**config.mk**
```make
export PLATFORM = sky130hd
export DESIGN_NAME = seg_scan
export DESIGN_NICKNAME = d
export VERILOG_FILES = /design/src/rtl/seg_scan.sv
export SDC_FILE = /design/constraint.sdc
export NUM_CORES = 1
export LEC_CHECK = 0
export BUFFER_PORTS_ARGS = -buffer_cell sky130_fd_sc_hd__buf_4
export CORE_MARGIN = 5
export CORE_UTILIZATION = 37
export CTS_CLUSTER_DIAMETER = 40
export DETAILED_ROUTE_END_ITERATION = 7
export GPL_ROUTABILITY_DRIVEN = 0
export PLACE_DENSITY_LB_ADDON = 0.1
export SETUP_SLACK_MARGIN = 0.5
export SLEW_MARGIN = 30
export SYNTH_ARGS = -nofsm -noshare
export SYNTH_HDL_FRONTEND = slang
export SYNTH_SLANG_ARGS = --single-unit
```
**constraint.sdc**
```tcl
create_clock -name clk -period 3 [get_ports clk]
set_input_delay 0.15 -clock clk [delete_from_list [all_inputs] [get_ports clk]]
set_output_delay 0.15 -clock clk [all_outputs]
set_load 0.01 [all_outputs]
```
**src/rtl/seg_scan.sv**
```systemverilog
// seg_scan: 4-digit common-anode seven-segment scanner with blanking gap and hex decode.
// Optional LEADING_ZERO_BLANK_EN suppresses leading zero digits 3..1 at each frame load.
module seg_scan #(
    parameter int SHOW_CYCLES  = 100000,
    parameter int BLANK_CYCLES = 1000
) (
    input  logic        clk,
    input  logic        rst,
    input  logic [15:0] digits,
    input  logic [3:0]  dp_in,
    input  logic [3:0]  digit_en,
    output logic [6:0]  seg,
    output logic        dp,
    output logic [3:0]  an,
    output logic        frame_start
);
    localparam int MAXC = (SHOW_CYCLES > BLANK_CYCLES) ? SHOW_CYCLES : BLANK_CYCLES;
    localparam int CW   = $clog2(MAXC + 1);
    localparam logic [6:0] SEG_LUT [16] = '{
        7'b1000000, 7'b1111001, 7'b0100100, 7'b0110000,
        7'b0011001, 7'b0010010, 7'b0000010, 7'b1111000,
        7'b0000000, 7'b0010000, 7'b0001000, 7'b0000011,
        7'b1000110, 7'b0100001, 7'b0000110, 7'b0001110
    };
    typedef enum logic {BLANK, SHOW} state_t;
    state_t          r_state, w_state_n;
    logic [CW-1:0]   r_cnt, w_cnt_n;
    logic [1:0]      r_idx, w_idx_n;
    logic            w_load;
    logic [15:0]     r_dig;
    logic [3:0]      r_dp, r_en, w_en_load;
    logic [3:0]      w_nib;
    logic            w_on;
`ifdef LEADING_ZERO_BLANK_EN
    logic [3:0]      w_lz;
    assign w_lz      = {digits[15:12] == '0, digits[15:8] == '0, digits[15:4] == '0, 1'b0};
    assign w_en_load = digit_en & ~w_lz;
`else
    assign w_en_load = digit_en;
`endif
    always_comb begin
        w_state_n = r_state;
        w_cnt_n   = r_cnt + 1'b1;
        w_idx_n   = r_idx;
        w_load    = 1'b0;
        if (r_state == BLANK) begin
            if (r_cnt == CW'(BLANK_CYCLES - 1)) begin
                w_state_n = SHOW;
                w_cnt_n   = '0;
                w_load    = (r_idx == 2'd0);
            end
        end else if (r_cnt == CW'(SHOW_CYCLES - 1)) begin
            w_state_n = BLANK;
            w_cnt_n   = '0;
            w_idx_n   = r_idx + 2'd1;
        end
    end
    always_ff @(posedge clk or posedge rst) begin
        if (rst) begin
            r_state <= BLANK;
            r_cnt   <= '0;
            r_idx   <= '0;
            r_dig   <= '0;
            r_dp    <= '0;
            r_en    <= '0;
        end else begin
            r_state <= w_state_n;
            r_cnt   <= w_cnt_n;
            r_idx   <= w_idx_n;
            if (w_load) begin
                r_dig <= digits;
                r_dp  <= dp_in;
                r_en  <= w_en_load;
            end
        end
    end
    // outputs lag the state by one clock so every output is a flop
    assign w_nib = r_dig[{r_idx, 2'b00} +: 4];
    assign w_on  = (r_state == SHOW) && r_en[r_idx];
    always_ff @(posedge clk or posedge rst) begin
        if (rst) begin
            an          <= 4'b1111;
            seg         <= 7'b1111111;
            dp          <= 1'b1;
            frame_start <= 1'b0;
        end else begin
            an          <= w_on ? ~(4'b0001 << r_idx) : 4'b1111;
            seg         <= w_on ? SEG_LUT[w_nib] : 7'b1111111;
            dp          <= w_on ? ~r_dp[r_idx] : 1'b1;
            frame_start <= (r_state == SHOW) && (r_cnt == '0) && (r_idx == 2'd0);
        end
    end
endmodule

```
Word-level counts from Yosys, hierarchy flattened:

Memories as Yosys holds them, arrays and structs flattened.
Index checks and enable logic that the tools add are counted.

* add/sub/neg operators: 2
* magnitude comparators: 2
* equality and inequality tests: 2
* shift operators: 2
* muxes and demuxes: 17
* bitwise operators: 3
* reduce and logical (&&, ||, !) cells: 6

Operators with widths (count)
* 17-bit two-way mux: 3
* 7-bit two-way mux: 3
* 17-bit by 1-bit adder with 17-bit output (second input constant): 1
* 17-bit by 10-bit equality test with 1-bit output (second input constant): 1
* 17-bit equality test (second input constant): 1
* 17-bit logical NOT: 1
* 16-bit by 5-bit indexed part select with 4-bit output: 1
* 1-bit two-way mux: 8
* 5-bit greater-or-equal comparator (second input constant): 1
* 4-bit inverter with 5-bit output: 1
* 1-bit binary-select mux with 2-bit select: 2
* 4-bit two-way mux: 1
* 4-bit inverter: 1
* 1-bit by 2-bit << shifter with 4-bit output (first input constant): 1
* 1-bit logical AND: 3
* 2-bit by 3-bit < comparator with 1-bit output (second input constant): 1
* 2-bit by 1-bit adder with 2-bit output (second input constant): 1
* 2-bit logical NOT: 1
* 2-bit AND reduction: 1
* 1-bit inverter: 1

* bits in registers: 57
* memory bits (read-only): 112
* bits of input ports: 26
* output and inout port bits: 13
* logic and storage cells: 45
* memories: 1

Memory list
* (name not given): words 16, width 7, rd ports 1, clocked after Yosys merged registers in 0, write ports 0, RTL line 88 `seg <= w_on ? SEG_LUT[w_nib] : 7'b1111111;`

Depth between registers and ports, before layout:

* word-level depth: 6
* depth in mapped cells: 7
* depth with buffers taken out: 6

Worst setup path before layout:

Ideal clock, no wire load.

* path kind: flip-flop to flip-flop
* from: register r_cnt[13]
* to: register r_cnt[9]
* library setup time: 119 ps
* arrival time: 2243 ps
* required time: 2881 ps
* path slack: 638 ps
* cell stages (with the launch flop): 7
* path buffers: 1
* clock period less this slack: 2362 ps
* path through: dfrtp_1 -> or4_4 -> or4_4 -> or4_4 -> a21bo_4 -> buf_6 -> nor2_1

* longest elaborated chain between the ends: 3
* elaborated cells on any way between the ends: 5
* those cells by class: 2 x eq/ne; 3 x mux

Ends and longest elaborated chain
* start: declaration: RTL line 27 `logic [CW-1:0] r_cnt, w_cnt_n;`
* start signal: assignment: RTL line 68 `r_cnt <= w_cnt_n;`
* 17-bit by 10-bit equality test with 1-bit output or 17-bit equality test (tied branches): RTL line 47, 52
* 17-bit two-way mux, on equally long branches: RTL line 47, 52
* 17-bit two-way mux *: RTL line 46 `if (r_state == BLANK) begin`
* net w_cnt_n[9]: RTL line 27

Mark *: on every way through the listed nets, which the timed path passes. The rest lies on a longest branch.
A chain may end at the register's enable or synchronous reset.

Worst setup path in the final report:

* from: register r_cnt[14]
* to: register r_cnt[5]

The elaborated chain is that of the path after synthesis.

==> metrics.txt <==
Crit. End Element=flip-flop; synth cell count leaders=45 x dfrtp_1, 25 x mux2_2, 16 x nand2_1; clock buffer count from CTS=9; Tightest Pin Transition=822 ps; CTS Sinks=57; final slew viol count=0; Power Dens Cells=510 nW/um2; final hold viol count=0; total of max-cap violations=0; number of global-route vias before repair=1801; syn_area_per_cell=12.6 um2; Max-slew headroom=44.7%; Clock Skews=9.23 ps; Placement Cell Area=3090 um2; synthesized cell area=2690 um2; Flop pwr share=46.8%; WP data required=3210 ps; DIE WIDTH=95.3 um; Seq/Total Area, Yosys=53.5%; HP Class=primary input to flip-flop; drt via density=4.60; Psw=353 uW; final period utilization=80.4%; Worst Path Arrival=2620 ps; Post-Route WL=5.08 mm; # setup viols final=0; CP max FO=11; Comb pwr share=5.2%; Synth Warn #=0; number of synthesized flops with an enable pin=0; DRC=0; clk_lat worst skew=330 ps; DRT Pass-1 Iters=4; Nets=297; Iter 0 DRT Violations=67; hpwl dp=3.64 mm; top-area cell type share of the netlist area=41.8%; vias post-DR=1669; Synth Instances=214; Layout area overhead=23.6%; first-pass GRT wire length=8.94 mm; number of synthesized register bits=57; CTS tree=done; Post-Layout Inst Area=3330 um2; status=complete, no violations; RSZ-0062 raised after global routing=false; diode count=0; Starting Density=37.5%; async set-or-reset flop fraction in the synthesized netlist=100%; Pint=1.34 mW; die area=9090 um2; Max H-tree Level=3; Crit Path Category=flip-flop to flip-flop; clock tree buffer depth=2; Site Rows=31; startpoint types=flip-flop; Max Clk Rate=414 MHz; die height=95.3 um; Root Driver=clkbuf_8; pin count of the biggest net entering global routing=50; top-count cell post-synth=dfrtp_1; maximum vdd drop=0.283 mV; GRT Resource Usage Total=13.2%; initial antenna violation count=0; Resize count post-CTS=0; Yosys top cell by area=dfrtp_1; ranking of synthesized cells by area=dfrtp_1 42%, dfstp_2 12%, mux2_2 10%; post-synth cell types=34; post-route minimum period=2410 ps; setup TNS=0 ps; clk slew on worst S/H paths=70 ps; fraction of layout cells with a size suffix above 1=41.7%; Routed wire per std cell=14.0 um; Leak=1.42 nW; switch share=20.8%; Core Box Area=7180 um2; Ports=39; Post-Syn Nets=252; Routed Antenna Nets=0; GRT overflow=0; dominant synthesized flop cell=dfrtp_1; IO Port Bufs=38; clock share of power=48.0%
timing repair:
item,4_1_cts,5_1_grt
hold buffers,1,0
buffers inserted,0,0
endpoints found under the hold margin,45,0
metal layers:
metal | routed length [um] | GRT usage (%) | vias up | share of wire [%]
li1 | - | - | 835 | -
met1 | 2550 | 18.8 | 799 | 50
met2 | 2220 | 18.4 | 28 | 44
met3 | 221 | 3.16 | 7 | 4.4
met4 | 89 | 7.21 | 0 | 1.8
met5 | 0 | 0 | - | 0
cells in the final DEF (no fill, tap or decap), drive strengths merged, types with 2 or more instances in the layout:
cell and count:
a21oi 3, nor4 2, nor2 15, dfrtp 45, clkinv 2, or4 3
ha 12, or3 2, clkbuf 11, bufinv 2, nand3 8, xnor2 11
nand2b 2, nand2 16, buf 41, nor3 4, o221ai 4, mux2 25
dfstp 12, xor2 4, mux4 7, nand4 4, o21ai 2, inv 14
per-stage QoR:
step / setup slack [ps] / hold WS, ps / util [%] / std cells / power (mW)
final: 587 / 47.1 / 46.4 / 363 / 1.70
after global routing: 516 / 34.4 / 46.4 / 363 / 1.77
after CTS: 577 / 28.1 / 46.4 / 363 / 1.72
after detailed placement: 584 / 278 / 43.1 / 346 / 0.898
after global placement: 606 / 383 / 43.0 / 346 / 0.896
after floorplan: 638 / 301 / - / 214 / 0.856
worst paths after layout:
kind / end / slack (ps) / startpoint / cells past startpoint
max: r_cnt[5] / 590 / r_cnt[14] / 5
min: r_dig[5] / 50 / digits[5] / 2
max reg2reg: r_cnt[5] / 590 / r_cnt[14] / 5
min reg2reg: r_cnt[0] / 500 / r_cnt[0] / 1
max in group asynchronous: seg[0] / 1920 / rst / 4
min in group asynchronous: r_cnt[2] / 450 / rst / 3
flip-flops by register name, indices dropped and copies added (netlist names):
name         cells
r_cnt           17
r_dp             4
r_en             4
dp               1
r_state          1
r_dig           16
an               4
frame_start      1
r_idx            2
seg              7
final cells by class:
type	instances	area (um2)
multi-input combinational	135	1160
fill	672	3850
timing repair buffer	42	318
inverter	14	55.1
tap	99	124
clock buffer	11	151
sequential	57	1440
clock inverter	5	77.6
kinds of logic (layout without fill, tap and decap cells):
family                     count (synthesis)  in the layout  synth area share [%]
and+or+nand+nor                           61             61                  12.1
DFF                                       57             57                  53.5
muxes                                     33             33                  16.7
buffers and inverters                     22             72                  3.34
xor gates and xnor gates                  15             15                  4.88
AOI/OAI and AO/OA                         14             14                  3.95
adders and majority gates                 12             12                  5.57
worst max-delay path, cell delays in order (launching register included):
cell	delay (ps)
dfrtp_1	410
or4_4	550
or4_4	430
or4_4	560
a21bo_4	280
nor2_1	70
power groups by stage:
stage | logic, mW | registers (mW) | clock network [mW]
after floorplan | 0.0518 | 0.804 | 0
after global placement | 0.0889 | 0.807 | 0
after global routing | 0.101 | 0.796 | 0.874
after CTS | 0.0915 | 0.794 | 0.837
final | 0.0886 | 0.794 | 0.815
after detailed placement | 0.0901 | 0.808 | 0
(Power assumes the default switching activity.)
